--- src/rtl/bram_loader.sv ---
// bram_loader: byte-stream writer that fills the shared bias/weights BRAM.
// Bytes arrive over a valid/ready handshake and are written to consecutive
// addresses starting at a programmable base. A one-cycle finish pulse marks
// completion.
// Optional feature macro: BRAM_LOADER_CHECKSUM_EN -- adds a trailer byte
// holding the mod-256 sum of the data bytes and reports a mismatch on
// load_error. When the macro is undefined, load_error is tied to 0.
module bram_loader #(
    parameter int DATA_SIZE  = 8,
    parameter int ADDR_WIDTH = 19
) (
    input  logic                  clk,
    input  logic                  rst,
    input  logic                  load_en,
    input  logic [ADDR_WIDTH-1:0] load_base,
    input  logic [ADDR_WIDTH-1:0] load_len,
    input  logic                  s_valid,
    input  logic [DATA_SIZE-1:0]  s_data,
    output logic                  s_ready,
    output logic                  bram_ena,
    output logic                  bram_wea,
    output logic [ADDR_WIDTH-1:0] bram_addra,
    output logic [DATA_SIZE-1:0]  bram_dina,
    output logic                  load_busy,
    output logic                  load_finish,
    output logic                  load_error
);

`ifdef BRAM_LOADER_CHECKSUM_EN
    typedef enum logic [3:0] {
        S_IDLE  = 4'b0001,
        S_WRITE = 4'b0010,
        S_CHECK = 4'b0100,
        S_DONE  = 4'b1000
    } state_t;
`else
    typedef enum logic [2:0] {
        S_IDLE  = 3'b001,
        S_WRITE = 3'b010,
        S_DONE  = 3'b100
    } state_t;
`endif

    state_t                state;
    state_t                state_next;
    logic                  load_en_q;
    logic                  start;
    logic                  beat;
    logic                  last_beat;
    logic                  ready_next;
    logic                  busy_next;
    logic [ADDR_WIDTH-1:0] base_q;
    logic [ADDR_WIDTH-1:0] len_q;
    logic [ADDR_WIDTH-1:0] count;
    logic [DATA_SIZE-1:0]  checksum;

    assign start     = load_en & ~load_en_q;
    assign beat      = s_valid & s_ready;
    assign last_beat = beat && (count == len_q - ADDR_WIDTH'(1));

    // State register
    always_ff @(posedge clk or posedge rst) begin
        if (rst) state <= S_IDLE;
        else     state <= state_next;
    end

    // Next-state logic; ready/busy are derived from the next state so the
    // registered copies line up with the state they describe.
    always_comb begin
        state_next = state;
        case (state)
            S_IDLE: begin
                if (start) state_next = (load_len == '0) ? S_DONE : S_WRITE;
            end
            S_WRITE: begin
`ifdef BRAM_LOADER_CHECKSUM_EN
                if (last_beat) state_next = S_CHECK;
`else
                if (last_beat) state_next = S_DONE;
`endif
            end
`ifdef BRAM_LOADER_CHECKSUM_EN
            S_CHECK: begin
                if (beat) state_next = S_DONE;
            end
`endif
            S_DONE:  state_next = S_IDLE;
            default: state_next = S_IDLE;
        endcase
`ifdef BRAM_LOADER_CHECKSUM_EN
        ready_next = (state_next == S_WRITE) || (state_next == S_CHECK);
`else
        ready_next = (state_next == S_WRITE);
`endif
        busy_next = ready_next;
    end

    // Rising-edge detector for the start request
    always_ff @(posedge clk or posedge rst) begin
        if (rst) load_en_q <= 1'b0;
        else     load_en_q <= load_en;
    end

    // Datapath: parameter capture, write strobes, counter, checksum, flags
    always_ff @(posedge clk or posedge rst) begin
        if (rst) begin
            base_q      <= '0;
            len_q       <= '0;
            count       <= '0;
            checksum    <= '0;
            s_ready     <= 1'b0;
            load_busy   <= 1'b0;
            load_finish <= 1'b0;
            bram_ena    <= 1'b0;
            bram_wea    <= 1'b0;
            bram_addra  <= '0;
            bram_dina   <= '0;
        end else begin
            s_ready     <= ready_next;
            load_busy   <= busy_next;
            load_finish <= (state == S_DONE);
            bram_ena    <= 1'b0;
            bram_wea    <= 1'b0;
            if (state == S_IDLE && start) begin
                base_q   <= load_base;
                len_q    <= load_len;
                count    <= '0;
                checksum <= '0;
            end
            if (state == S_WRITE && beat) begin
                bram_ena   <= 1'b1;
                bram_wea   <= 1'b1;
                bram_addra <= base_q + count;
                bram_dina  <= s_data;
                count      <= count + ADDR_WIDTH'(1);
                checksum   <= checksum + s_data;
            end
        end
    end

`ifdef BRAM_LOADER_CHECKSUM_EN
    // Trailer comparison; the flag holds until the next start clears it
    always_ff @(posedge clk or posedge rst) begin
        if (rst) begin
            load_error <= 1'b0;
        end else if (state == S_IDLE && start) begin
            load_error <= 1'b0;
        end else if (state == S_CHECK && beat) begin
            load_error <= (s_data != checksum);
        end
    end
`else
    assign load_error = 1'b0;
`endif

endmodule
--- config.mk ---
export PLATFORM = sky130hd
export DESIGN_NAME = bram_loader
export DESIGN_NICKNAME = d
export VERILOG_FILES = /design/src/rtl/bram_loader.sv
export SDC_FILE = /design/constraint.sdc
export NUM_CORES = 1
export LEC_CHECK = 0
export ABC_AREA = 1
export BUFFER_PORTS_ARGS = -buffer_cell sky130_fd_sc_hd__buf_2
export CORE_ASPECT_RATIO = 1.5
export CORE_MARGIN = 10
export CORE_UTILIZATION = 58
export DETAILED_ROUTE_END_ITERATION = 8
export PLACE_DENSITY = 0.86
export SYNTH_ARGS = -nofsm -noshare
export SYNTH_HDL_FRONTEND = slang
export SYNTH_SLANG_ARGS = --single-unit
--- constraint.sdc ---
create_clock -name clk -period 3.6 [get_ports clk]
set_input_delay 0.72 -clock clk [delete_from_list [all_inputs] [get_ports clk]]
set_output_delay 0.72 -clock clk [all_outputs]
set_load 0.05 [all_outputs]
### Word-level counts from Yosys, hierarchy flattened

Index checks and enable logic that the tools add are counted.

* bits in registers: 91
* bits in latches: 0
* memory bits (writable): 0
* ROM bits: 0
* logic and storage cells: 33
* memories: 0

* $add $sub $neg: 3
* multipliers: 0
* divide/modulo/power cells: 0
* order comparisons: 0
* equal/unequal tests: 5
* shifts and indexed selects: 0
* mux-type cells: 7
* bitwise gates (word level): 3
* reduce and logical (&&, ||, !) cells: 5

Operators with widths (count)
* $mux W19: 2
* $add A19 B1 Y19 const B: 1
* $add A19 B19 Y19: 1
* $eq A19 B19 Y1: 1
* $logic_not A19 Y1: 1
* $sub A19 B1 Y19 const B: 1
* $mux W3: 3
* $eq A3 B2 Y1 const B: 2
* $pmux W3 S2: 1
* $eq A3 B1 Y1 const B: 1
* $eq A3 B3 Y1 const B: 1
* $logic_and A1 B1 Y1: 3
* $and A1 B1 Y1: 2
* $reduce_bool A2 Y1: 1
* $mux W1: 1
* $not A1 Y1: 1

### Logic depth before layout (Yosys ltp)

Gate-level depths: netlist of the first run.

* depth after elaboration: 6
* mapped depth: 15

### Least setup slack after synthesis of the first run

Ideal clock, no wire load.

* path kind: reg-to-reg
* start point: reg count[0]
* end point: reg bram_addra[16]
* setup time: 118 ps
* arrival: 1938 ps
* required time: 3482 ps
* slack: 1544 ps
* stages on the path, launching flop included: 14
* period minus slack after synthesis: 2056 ps
* path through: dfrtp_1 ha_1 inv_1 fa_1 inv_1 nand3_1 nand2_1 a21boi_2 o21ai_0 nand3_1 nand2_1 nand2_1 nand3_1 nand2_1

* longest elaborated chain between the ends: 1

RTL lines
* from (decl): RTL line 54 `logic [ADDR_WIDTH-1:0] count;`
* from (signal assigned): RTL line 135 `count <= count + ADDR_WIDTH'(1);`
* $add A19 B19 Y19: RTL line 133 `bram_addra <= base_q + count;`
* to (signal assigned): RTL line 133
* to (decl): RTL line 22 `output logic [ADDR_WIDTH-1:0] bram_addra,`

No other way between the ends.
A chain may end at the register's enable or synchronous reset.

### Final worst setup path of the first run

Same ends and word-level chain as after synthesis.

==> flow_metrics.py, run 1 <==
metrics = {
    "worst_setup_path": {
        "startpoint": "count[0]",
        "critPathRequiredTime_ns": 3.84,
        "critPathMaxStageDelay_ns": 0.47,
        "critical_path.cell_chain": "ha_1 -> inv_1 -> fa_1 -> inv_1 -> nand3_1 -> nand2_1 -> a21boi_2 -> o21ai_0 -> nand3_1 -> nand2_1 -> nand2_1 -> nand3_1 -> nand2_1",
        "critical_path.top_delay_family": "simple AND/OR/NAND/NOR gates",
        "rr_startpoint": "count[0]",
        "timing_worst_setup_path_type": "reg2reg",
        "critical_path.max_fanout": 6,
        "critical-path-top-cell-by-count": "nand2_1",
        "crit_path_start_kind": "flop",
        "worst-endpoint-arrival_ns": 2.69,
        "crit_path_top_delay_cell": "dfrtp_1",
        "end_kind": "flop",
        "worstPathBufferInverterCount": 2,
    },
    "cts": {
        "tritoncts": "built",
        "cts-buffers-inserted": 9,
        "clock_path_buffers": 2,
        "cts_sinks": 91,
        "cts_resized": 0,
        "holdBufCountCts": 0,
        "clkLatencyLatePin_ns": 0.35,
        "cts.root.buffer_cell": "clkbuf_16",
        "clk_pin_slew_worst_paths_ns": 0.07,
        "htree_num_levels": 3,
        "post-cts-setup-buffers": 0,
    },
    "yosys": {
        "post_synth_main_area_contributors": "dfrtp_1, nand2_1, inv_1",
        "synth-warning-count": 0,
        "post_synth.cell_area_avg_um2": 7.20,
        "netlist_area_um2": 5710,
        "ys_seq_elements": 91,
        "synth_edf_count": 0,
        "top_cell_type_s_share_of_synthesized_area_pct": 39.5,
        "synthDominantAreaCellType": "dfrtp_1",
        "synth_async_sr_flop_share_pct": 100,
        "gate_count_of_the_mapped_netlist": 793,
        "postSynth.topFlopCell": "dfrtp_1",
        "mappedNetlistNets": 864,
        "yosys.cell_types.count": 43,
        "seq_area_frac_synth_pct": 39.9,
    },
    "floorplanning": {
        "ios": 83,
        "placementRows": 44,
        "die_area_um2": 14300,
        "start_util_pct": 59.2,
        "floorplan_core_area_um2": 9630,
        "die_width_um": 101,
        "fp.dieH_um": 142,
    },
    "global_route": {
        "antenna_violations_before_repair": 0,
        "grt_pass1_wl_mm": 25.0,
        "grt_overflow_total": 0,
        "first_global_vias": 5481,
        "track_usage_pct": 21.4,
        "grt_start_max_net_pins": 49,
    },
    "sta": {
        "hold_ws_ns": 0.438,
        "final_max_slew_viol_count": 0,
        "final.min_clock_period_ns": 2.45,
        "layout_setup_ws_ns": 1.15,
        "timing.slew.headroom_pct": 43.6,
        "rsz_0062_raised_after_global_routing": "false",
        "fmaxAchievable_mhz": 408,
        "fin_worst_skew_ns": 0.0106,
        "slew_of_the_pin_with_the_lowest_slew_margin_ns": 0.846,
        "setup-tns-final_ns": 0,
        "final_hold_viol_count": 0,
        "post-route-period-util_pct": 68.0,
        "timing.final.setup_violations": 0,
    },
    "detailed_routing": {
        "met1Wirelength_mm": 5.68,
        "detail_route.drc_violations": 0,
        "wl_met3_um": 828,
        "top_layer": "met4",
        "wl_per_instance_um": 15.2,
        "wl_mm": 15.0,
        "initialDrtViolationCount": 372,
        "wl_met2_mm": 8.00,
        "ant_nets": 0,
        "drt_pre_antenna_iters": 5,
        "detail_route.vias_per_cell": 5.55,
        "routed-via-count": 5507,
    },
    "place": {
        "dp_cells": 976,
        "io_buffer_count": 81,
        "gpl.final_weighted_congestion": 0.973,
        "place_ws_ns": 1.22,
        "postPlaceCellArea_um2": 6220,
        "post-dp-hpwl_mm": 11.4,
    },
    "layout": {
        "layout.cells.non_filler": 992,
        "insertedDiodeCount": 0,
        "design_area_um2": 6530,
        "final_layout_size_suffix_gt1_share_pct": 16.3,
        "layout-area-overhead-vs-synth_pct": 14.3,
        "final_nets": 943,
        "utilization_pct": 67.7,
    },
    "power": {
        "power.share.combinational_pct": 31.4,
        "worst_ir_drop_vdd_mv": 0.348,
        "total_leakage_power_nw": 3.55,
        "cell_internal_pwr_mw": 2.08,
        "power.share.switching_pct": 38.5,
        "seqPwrFrac_pct": 39.4,
        "power_density_nw_per_um2": 518,
        "power_mw": 3.38,
        "power.switching_mw": 1.30,
        "share_clk_of_total_power_pct": 29.3,
    },
    "job": {
        "cap_viol_max_count": 0,
    },
    "worst_hold_path": {
        "worstHoldPathType": "reg2reg",
        "min-delay-start": "state[1]",
    },
    "outcome": {
        "run_status": "finished clean",
    },
}
-- registers in the layout, indices dropped and copies added, names as in the netlist, 3 cells and up --
signal      cells
base_q         19
bram_addra     19
count          19
len_q          19
bram_dina       8
state           3
-- layout by cell type, fill, tap and decap left out, types with 2 or more instances in the layout --
| cell | n |
|---|---|
| dfrtp_1 | 90 |
| or2_2 | 6 |
| clkinv_2 | 2 |
| nand2_1 | 285 |
| nand3b_1 | 9 |
| nor2_1 | 74 |
| nand3_1 | 38 |
| o21ai_0 | 43 |
| nand2_2 | 6 |
| o21ai_1 | 3 |
| nor4_1 | 4 |
| inv_1 | 73 |
| a21oi_1 | 26 |
| nor2_8 | 2 |
| a22oi_1 | 2 |
| a21o_1 | 6 |
| inv_2 | 3 |
| nor2_2 | 8 |
| buf_4 | 7 |
| clkbuf_16 | 9 |
| xor2_1 | 9 |
| nor2_4 | 3 |
| nand4_1 | 13 |
| nand2_4 | 2 |
| o22ai_1 | 2 |
| buf_2 | 81 |
| a31oi_1 | 10 |
| ha_1 | 20 |
| xnor2_1 | 13 |
| nor3_2 | 3 |
| nor3_1 | 6 |
-- kinds of logic after synthesis --
| group | synth area share [%] |
|---|---|
| other cells | 0.0657 |
| compound gates | 9.56 |
| xor+xnor | 3.66 |
| simple gates | 35.1 |
| flops | 39.9 |
| fa+ha+maj | 4.73 |
| mux | 0.175 |
| buf+inv | 6.80 |
-- cells in the mapped netlist (4+ instances only) --
| cell | n |
|---|---|
| nor2_2 | 8 |
| nand3b_1 | 9 |
| nand2_1 | 285 |
| nand2_2 | 6 |
| o21ai_0 | 43 |
| a21o_1 | 6 |
| a21oi_1 | 26 |
| a31oi_1 | 10 |
| nor2_1 | 74 |
| nor3_1 | 6 |
| or2_2 | 6 |
| dfrtp_1 | 90 |
| xnor2_1 | 13 |
| clkbuf_1 | 10 |
| buf_2 | 7 |
| inv_1 | 74 |
| ha_1 | 20 |
| nand4_1 | 13 |
| nand3_1 | 38 |
| nor4_1 | 4 |
| xor2_1 | 9 |
-- layout make-up --
type / instances / area, µm²
clock buffers: 10 / 239
clock inverters: 6 / 71.3
fillers: 831 / 3110
inverters: 78 / 294
multi-input cells: 604 / 3040
flip-flops and latches: 91 / 2280
well taps: 115 / 144
repair buffers: 88 / 458
-- routing by layer --
layer / up-vias / GRT usage [%]
met5: - / 0
met3: 49 / 4.76
met1: 2593 / 22.9
met4: 0 / 9.71
met2: 171 / 38.3
li1: 2694 / -
-- power groups by stage --
stage	Clock (mW)	Combinational [mW]	Sequential, mW
after CTS	1.00	1.06	1.33
final	0.990	1.06	1.33
after detailed placement	0	1.06	1.34
after global placement	0	1.03	1.34
after floorplan	0	0.627	1.50
after global routing	1.03	1.18	1.35
-- worst paths after layout --
check                                  to  slack, ns  depth (start not counted)
hold reg to reg               load_finish       0.44                          1
setup / recovery           bram_addra[16]       1.15                         13
hold / removal                load_finish       0.44                          1
min in group asynchronous        len_q[3]       0.49                          2
max in group asynchronous        state[0]       2.27                          3
setup reg to reg           bram_addra[16]       1.15                         13
-- worst reg2reg max path, cell delays in order, from the launching register on --
cell and delay (ns):
dfrtp_1 0.47, ha_1 0.25, inv_1 0.08, fa_1 0.40
inv_1 0.14, nand3_1 0.10, nand2_1 0.15, a21boi_2 0.09
o21ai_0 0.27, nand3_1 0.14, nand2_1 0.09, nand2_1 0.05
nand3_1 0.07, nand2_1 0.05
(Power assumes the default switching activity.)
==> run 2: changes to the inputs <==
- clock period: 3.6 -> 2.5 ns (I/O delays scaled with it)
==> run 2 against run 1 <==
Net effect: combinational power rose by 45%; sequential cell count did not move; critical path depth did not move; sequential power up 44%; critical path type unchanged.
==> flow_metrics.py, run 2 (synthesis results as in run 1) <==
metrics = {
    "global_route": {
        "grt_overflow_total": 0,
        "track_usage_pct": 21.2,
        "groute.layer.met1.usage_pct": 23.3,
        "groute.layer.met2.usage_pct": 38.2,
        "grt_start_max_net_pins": 44,
        "global_route.peak_usage_layer": "met2",
        "antenna_violations_before_repair": 0,
        "first_global_vias": 5375,
        "grt_pass1_wl_mm": 24.8,
        "met3_usage_pct": 4.23,
    },
    "worst_setup_path": {
        "r2r.worst_path.cells": 13,
        "timing_worst_setup_path_type": "reg2reg",
        "end_kind": "flop",
        "critPathRequiredTime_ns": 2.74,
        "startpoint": "base_q[0]",
        "worst-endpoint-arrival_ns": 2.43,
        "setup.worst_path.end": "bram_addra[16]",
        "rr_startpoint": "base_q[0]",
        "r2r_setup_slk_ns": 0.31,
        "crit_path_start_kind": "flop",
        "critical_path.max_fanout": 4,
        "timing.rr.end": "bram_addra[16]",
    },
    "place": {
        "io_buffer_count": 81,
        "post-dp-hpwl_mm": 11.5,
        "gpl.final_weighted_congestion": 0.980,
    },
    "job": {
        "cap_viol_max_count": 0,
    },
    "detailed_routing": {
        "routed-via-count": 5397,
        "detail_route.drc_violations": 0,
        "ant_nets": 0,
        "wl_mm": 14.9,
        "drt_pre_antenna_iters": 5,
        "wl_per_instance_um": 15.0,
        "detail_route.vias_per_cell": 5.42,
        "initialDrtViolationCount": 362,
    },
    "sta": {
        "post-route-period-util_pct": 87.5,
        "final.min_clock_period_ns": 2.19,
        "slew_of_the_pin_with_the_lowest_slew_margin_ns": 0.561,
        "rsz_0062_raised_after_global_routing": "false",
        "final_hold_viol_count": 0,
        "timing.final.setup_violations": 0,
        "setup-tns-final_ns": 0,
        "final_max_slew_viol_count": 0,
        "fin_worst_skew_ns": 0.00974,
        "fmaxAchievable_mhz": 457,
        "timing.slew.headroom_pct": 62.5,
        "hold_ws_ns": 0.200,
    },
    "cts": {
        "htree_num_levels": 3,
        "clock_path_buffers": 2,
        "cts.root.buffer_cell": "clkbuf_16",
        "cts-buffers-inserted": 9,
        "tritoncts": "built",
        "cts_sinks": 91,
        "clkLatencyLatePin_ns": 0.35,
        "clk_pin_slew_worst_paths_ns": 0.07,
    },
    "floorplanning": {
        "ios": 83,
        "start_util_pct": 59.2,
        "placementRows": 44,
        "die_width_um": 101,
        "floorplan_core_area_um2": 9630,
        "die_area_um2": 14300,
        "fp.dieH_um": 142,
    },
    "power": {
        "power_density_nw_per_um2": 743,
        "worst_ir_drop_vdd_mv": 0.496,
        "total_leakage_power_nw": 3.56,
        "power_mw": 4.88,
    },
    "layout": {
        "final_layout_size_suffix_gt1_share_pct": 16.6,
        "insertedDiodeCount": 0,
        "fill_cell_count": 812,
        "layout-area-overhead-vs-synth_pct": 15.0,
        "layout_common_cells": "nand2_1, dfrtp_1, buf_2",
        "multi_input_comb_area_um2": 3040,
        "final_nets": 947,
        "area.sequential_um2": 2280,
        "final_common_cell": "nand2_1",
    },
    "outcome": {
        "run_status": "finished clean",
    },
    "worst_hold_path": {
        "worstHoldPathType": "in2async",
    },
}
==> run 2: repair_timing <==
| item | in CTS | in global routing |
|---|---|---|
| endpoints found under the setup margin | 0 | 1 |
| hold buffers | 0 | 0 |
| resized for setup | 0 | 1 |
| setup buffers | 0 | 0 |
==> run 2: cell type report <==
type	count	area share, %
inverter	78	4.52
tap	115	2.19
clock buffer	10	3.49
clock inverter	6	1.11
multi-input combinational	604	46.3
timing repair buffer	92	7.63
sequential	91	34.7
==> run 2: critical path, cell delays in order, from the launching register on <==
cell and delay (ns):
dfrtp_1 0.35, ha_1 0.19, inv_1 0.08, fa_1 0.40, inv_1 0.12, nand3_1 0.07, nand2_1 0.15, a21boi_2 0.09
o21ai_1 0.23, nand3_1 0.14, nand2_1 0.08, nand2_1 0.05, nand3_1 0.07, nand2_1 0.06
==> run 2: worst min path at each step <==
| stage | from | end | slack (ns) | cells past startpoint |
|---|---|---|---|---|
| 2_1_floorplan | state[1] | load_finish | 0.41 | 1 |
| 3_3_place_gp | state[1] | load_finish | 0.43 | 1 |
| 3_5_place_dp | state[1] | load_finish | 0.43 | 1 |
| 4_1_cts | rst | bram_wea | 0.22 | 2 |
| 5_1_grt | rst | bram_wea | 0.24 | 2 |
| 6_report | rst | bram_wea | 0.20 | 2 |
==> run 2: where the power goes <==
part,switching (mW),internal (mW),leakage (nW)
clock,0.626,0.789,0.144
sequential,0.215,1.70,1.19
combinational,1.06,0.485,2.23
total,1.90,2.98,3.56
==> run 2: routing by layer <==
layer / routed length (µm) / vias up
li1: - / 2704
met1: 5720 / 2493
met2: 7890 / 160
met3: 813 / 40
met4: 505 / 0
met5: 0 / -
==> run 2: stage by stage <==
step / utilization [%] / instance area, µm² / instances / setup WS, ns
after floorplan: - / 5710 / 793 / 0.444
after global placement: 65.0 / 6260 / 980 / 0.378
after detailed placement: 65.0 / 6260 / 980 / 0.282
after CTS: 68.1 / 6560 / 996 / 0.260
after global routing: 68.1 / 6560 / 996 / 0.119
final: 68.1 / 6560 / 996 / 0.313
==> run 3: changes to the inputs <==
- CTS_BUF_LIST: not set -> sky130_fd_sc_hd__clkbuf_16
==> run 3 against run 2 <==
Net effect: non-clock buffer count did not move; utilization unchanged; sequential power is essentially flat; first-iteration DRC count unchanged; via count hardly changed; clock power is essentially flat; hold slack hardly changed; setup slack lost 0.011 ns; total power about the same; final cell count unchanged.
==> flow_metrics.py, run 3 (synthesis results as in run 1) <==
metrics = {
    "layout": {
        "design_area_um2": 6560,
        "final_nets": 947,
        "final_layout_size_suffix_gt1_share_pct": 16.6,
        "layout_common_cells": "nand2_1, dfrtp_1, buf_2",
        "layout.cells.non_filler": 996,
        "insertedDiodeCount": 0,
        "final_common_cell": "nand2_1",
        "layout-area-overhead-vs-synth_pct": 15.0,
    },
    "worst_setup_path": {
        "r2r.worst_path.cells": 13,
        "critical_path.top_delay_family": "simple AND/OR/NAND/NOR gates",
        "startpoint": "base_q[0]",
        "critical_path.max_fanout": 4,
        "worst-endpoint-arrival_ns": 2.44,
        "crit_cells": 13,
        "crit_path_top_delay_cell": "fa_1",
        "worstPathBufferInverterCount": 2,
        "critPathMaxStageDelay_ns": 0.40,
        "timing_worst_setup_path_type": "reg2reg",
        "r2r_setup_slk_ns": 0.30,
        "critical-path-top-cell-by-count": "nand2_1",
        "timing.rr.end": "bram_addra[16]",
        "end_kind": "flop",
        "critical_path.cell_chain": "ha_1 -> inv_1 -> fa_1 -> inv_1 -> nand3_1 -> nand2_1 -> a21boi_2 -> o21ai_1 -> nand3_1 -> nand2_1 -> nand2_1 -> nand3_1 -> nand2_1",
        "rr_startpoint": "base_q[0]",
        "critPathRequiredTime_ns": 2.74,
        "setup.worst_path.end": "bram_addra[16]",
        "crit_path_start_kind": "flop",
    },
    "cts": {
        "htree_num_levels": 3,
        "tritoncts": "built",
        "post-cts-setup-buffers": 0,
        "holdBufCountCts": 0,
        "clock_path_buffers": 2,
        "cts-buffers-inserted": 9,
        "cts.root.buffer_cell": "clkbuf_16",
        "cts_sinks": 91,
        "clk_pin_slew_worst_paths_ns": 0.07,
        "clkLatencyLatePin_ns": 0.35,
    },
    "detailed_routing": {
        "detail_route.drc_violations": 0,
        "drt_pre_antenna_iters": 5,
        "initialDrtViolationCount": 362,
        "ant_nets": 0,
        "detail_route.vias_per_cell": 5.42,
        "wl_per_instance_um": 15.0,
        "wl_mm": 14.9,
        "routed-via-count": 5396,
    },
    "place": {
        "io_buffer_count": 81,
        "place_ws_ns": 0.282,
        "postPlaceCellArea_um2": 6260,
        "dp_cells": 980,
        "post-dp-hpwl_mm": 11.5,
        "gpl.final_weighted_congestion": 0.980,
    },
    "global_route": {
        "first_global_vias": 5375,
        "antenna_violations_before_repair": 0,
        "grt_overflow_total": 0,
        "grt_pass1_wl_mm": 24.8,
        "grt_start_max_net_pins": 44,
        "track_usage_pct": 21.2,
    },
    "sta": {
        "final_hold_viol_count": 0,
        "layout_setup_ws_ns": 0.302,
        "rsz_0062_raised_after_global_routing": "false",
        "setup-tns-final_ns": 0,
        "post-route-period-util_pct": 87.9,
        "timing.final.setup_violations": 0,
        "fmaxAchievable_mhz": 455,
        "final.min_clock_period_ns": 2.20,
        "fin_worst_skew_ns": 0.00974,
        "timing.slew.headroom_pct": 62.5,
        "final_max_slew_viol_count": 0,
        "slew_of_the_pin_with_the_lowest_slew_margin_ns": 0.561,
    },
    "worst_hold_path": {
        "worstHoldPathType": "in2async",
    },
    "floorplanning": {
        "floorplan_core_area_um2": 9630,
        "die_width_um": 101,
        "die_area_um2": 14300,
        "fp.dieH_um": 142,
        "start_util_pct": 59.2,
        "ios": 83,
        "placementRows": 44,
    },
    "power": {
        "worst_ir_drop_vdd_mv": 0.496,
        "total_leakage_power_nw": 3.57,
        "power_density_nw_per_um2": 742,
    },
    "job": {
        "cap_viol_max_count": 0,
    },
    "outcome": {
        "run_status": "finished clean",
    },
}
## run 3: worst reg2reg max path, delay by kind of cell, from the launching register on
family / cells / cell delay, ns
flip-flops: 1 / 0.35
AO/OA/AOI/OAI: 2 / 0.32
AND/OR/NAND/NOR: 7 / 0.62
adder cells (fa/ha/maj): 2 / 0.59
buffers and inverters: 2 / 0.20
## run 3: worst min-delay path by stage
stage / startpoint / to / slack, ns / cells past startpoint
final: rst / bram_wea / 0.20 / 2
after global routing: rst / bram_wea / 0.24 / 2
after CTS: rst / bram_wea / 0.22 / 2
after detailed placement: state[1] / load_finish / 0.43 / 1
after global placement: state[1] / load_finish / 0.43 / 1
after floorplan: state[1] / load_finish / 0.41 / 1
## run 3: cell type report
class,count,area (µm²)
clock buffers,9,225
fillers,812,3070
multi-input cells,604,3040
clock inverters,7,76.3
flip-flops and latches,91,2280
repair buffers,92,500
well taps,115,144
inverters,78,297
## run 3: power breakdown
group          internal (mW)  total, mW  switching (mW)  leakage, nW
combinational          0.485       1.54            1.06         2.23
sequential              1.70       1.92           0.215         1.19
clock                  0.785       1.41           0.626        0.148
## run 3: repair_timing
action                                 in CTS  in global routing
setup endpoints to repair                   0                  1
endpoints found under the hold margin       0                  0
gates resized for setup                     0                  1
## run 3: metrics by stage
step           hold slack [ns]  utilization [%]  power (mW)
4_1_cts                  0.216             68.1        4.87
2_1_floorplan            0.406                -        3.06
6_report                 0.200             68.1        4.87
5_1_grt                  0.240             68.1        5.13
3_5_place_dp             0.428             65.0        3.46
3_3_place_gp             0.430             65.0        3.43
## run 3: routing by layer
metal	GRT usage [%]	part of all wire [%]
met5	0	0
met4	9.27	3.3
met3	4.23	5.4
met2	38.2	53
met1	23.3	38
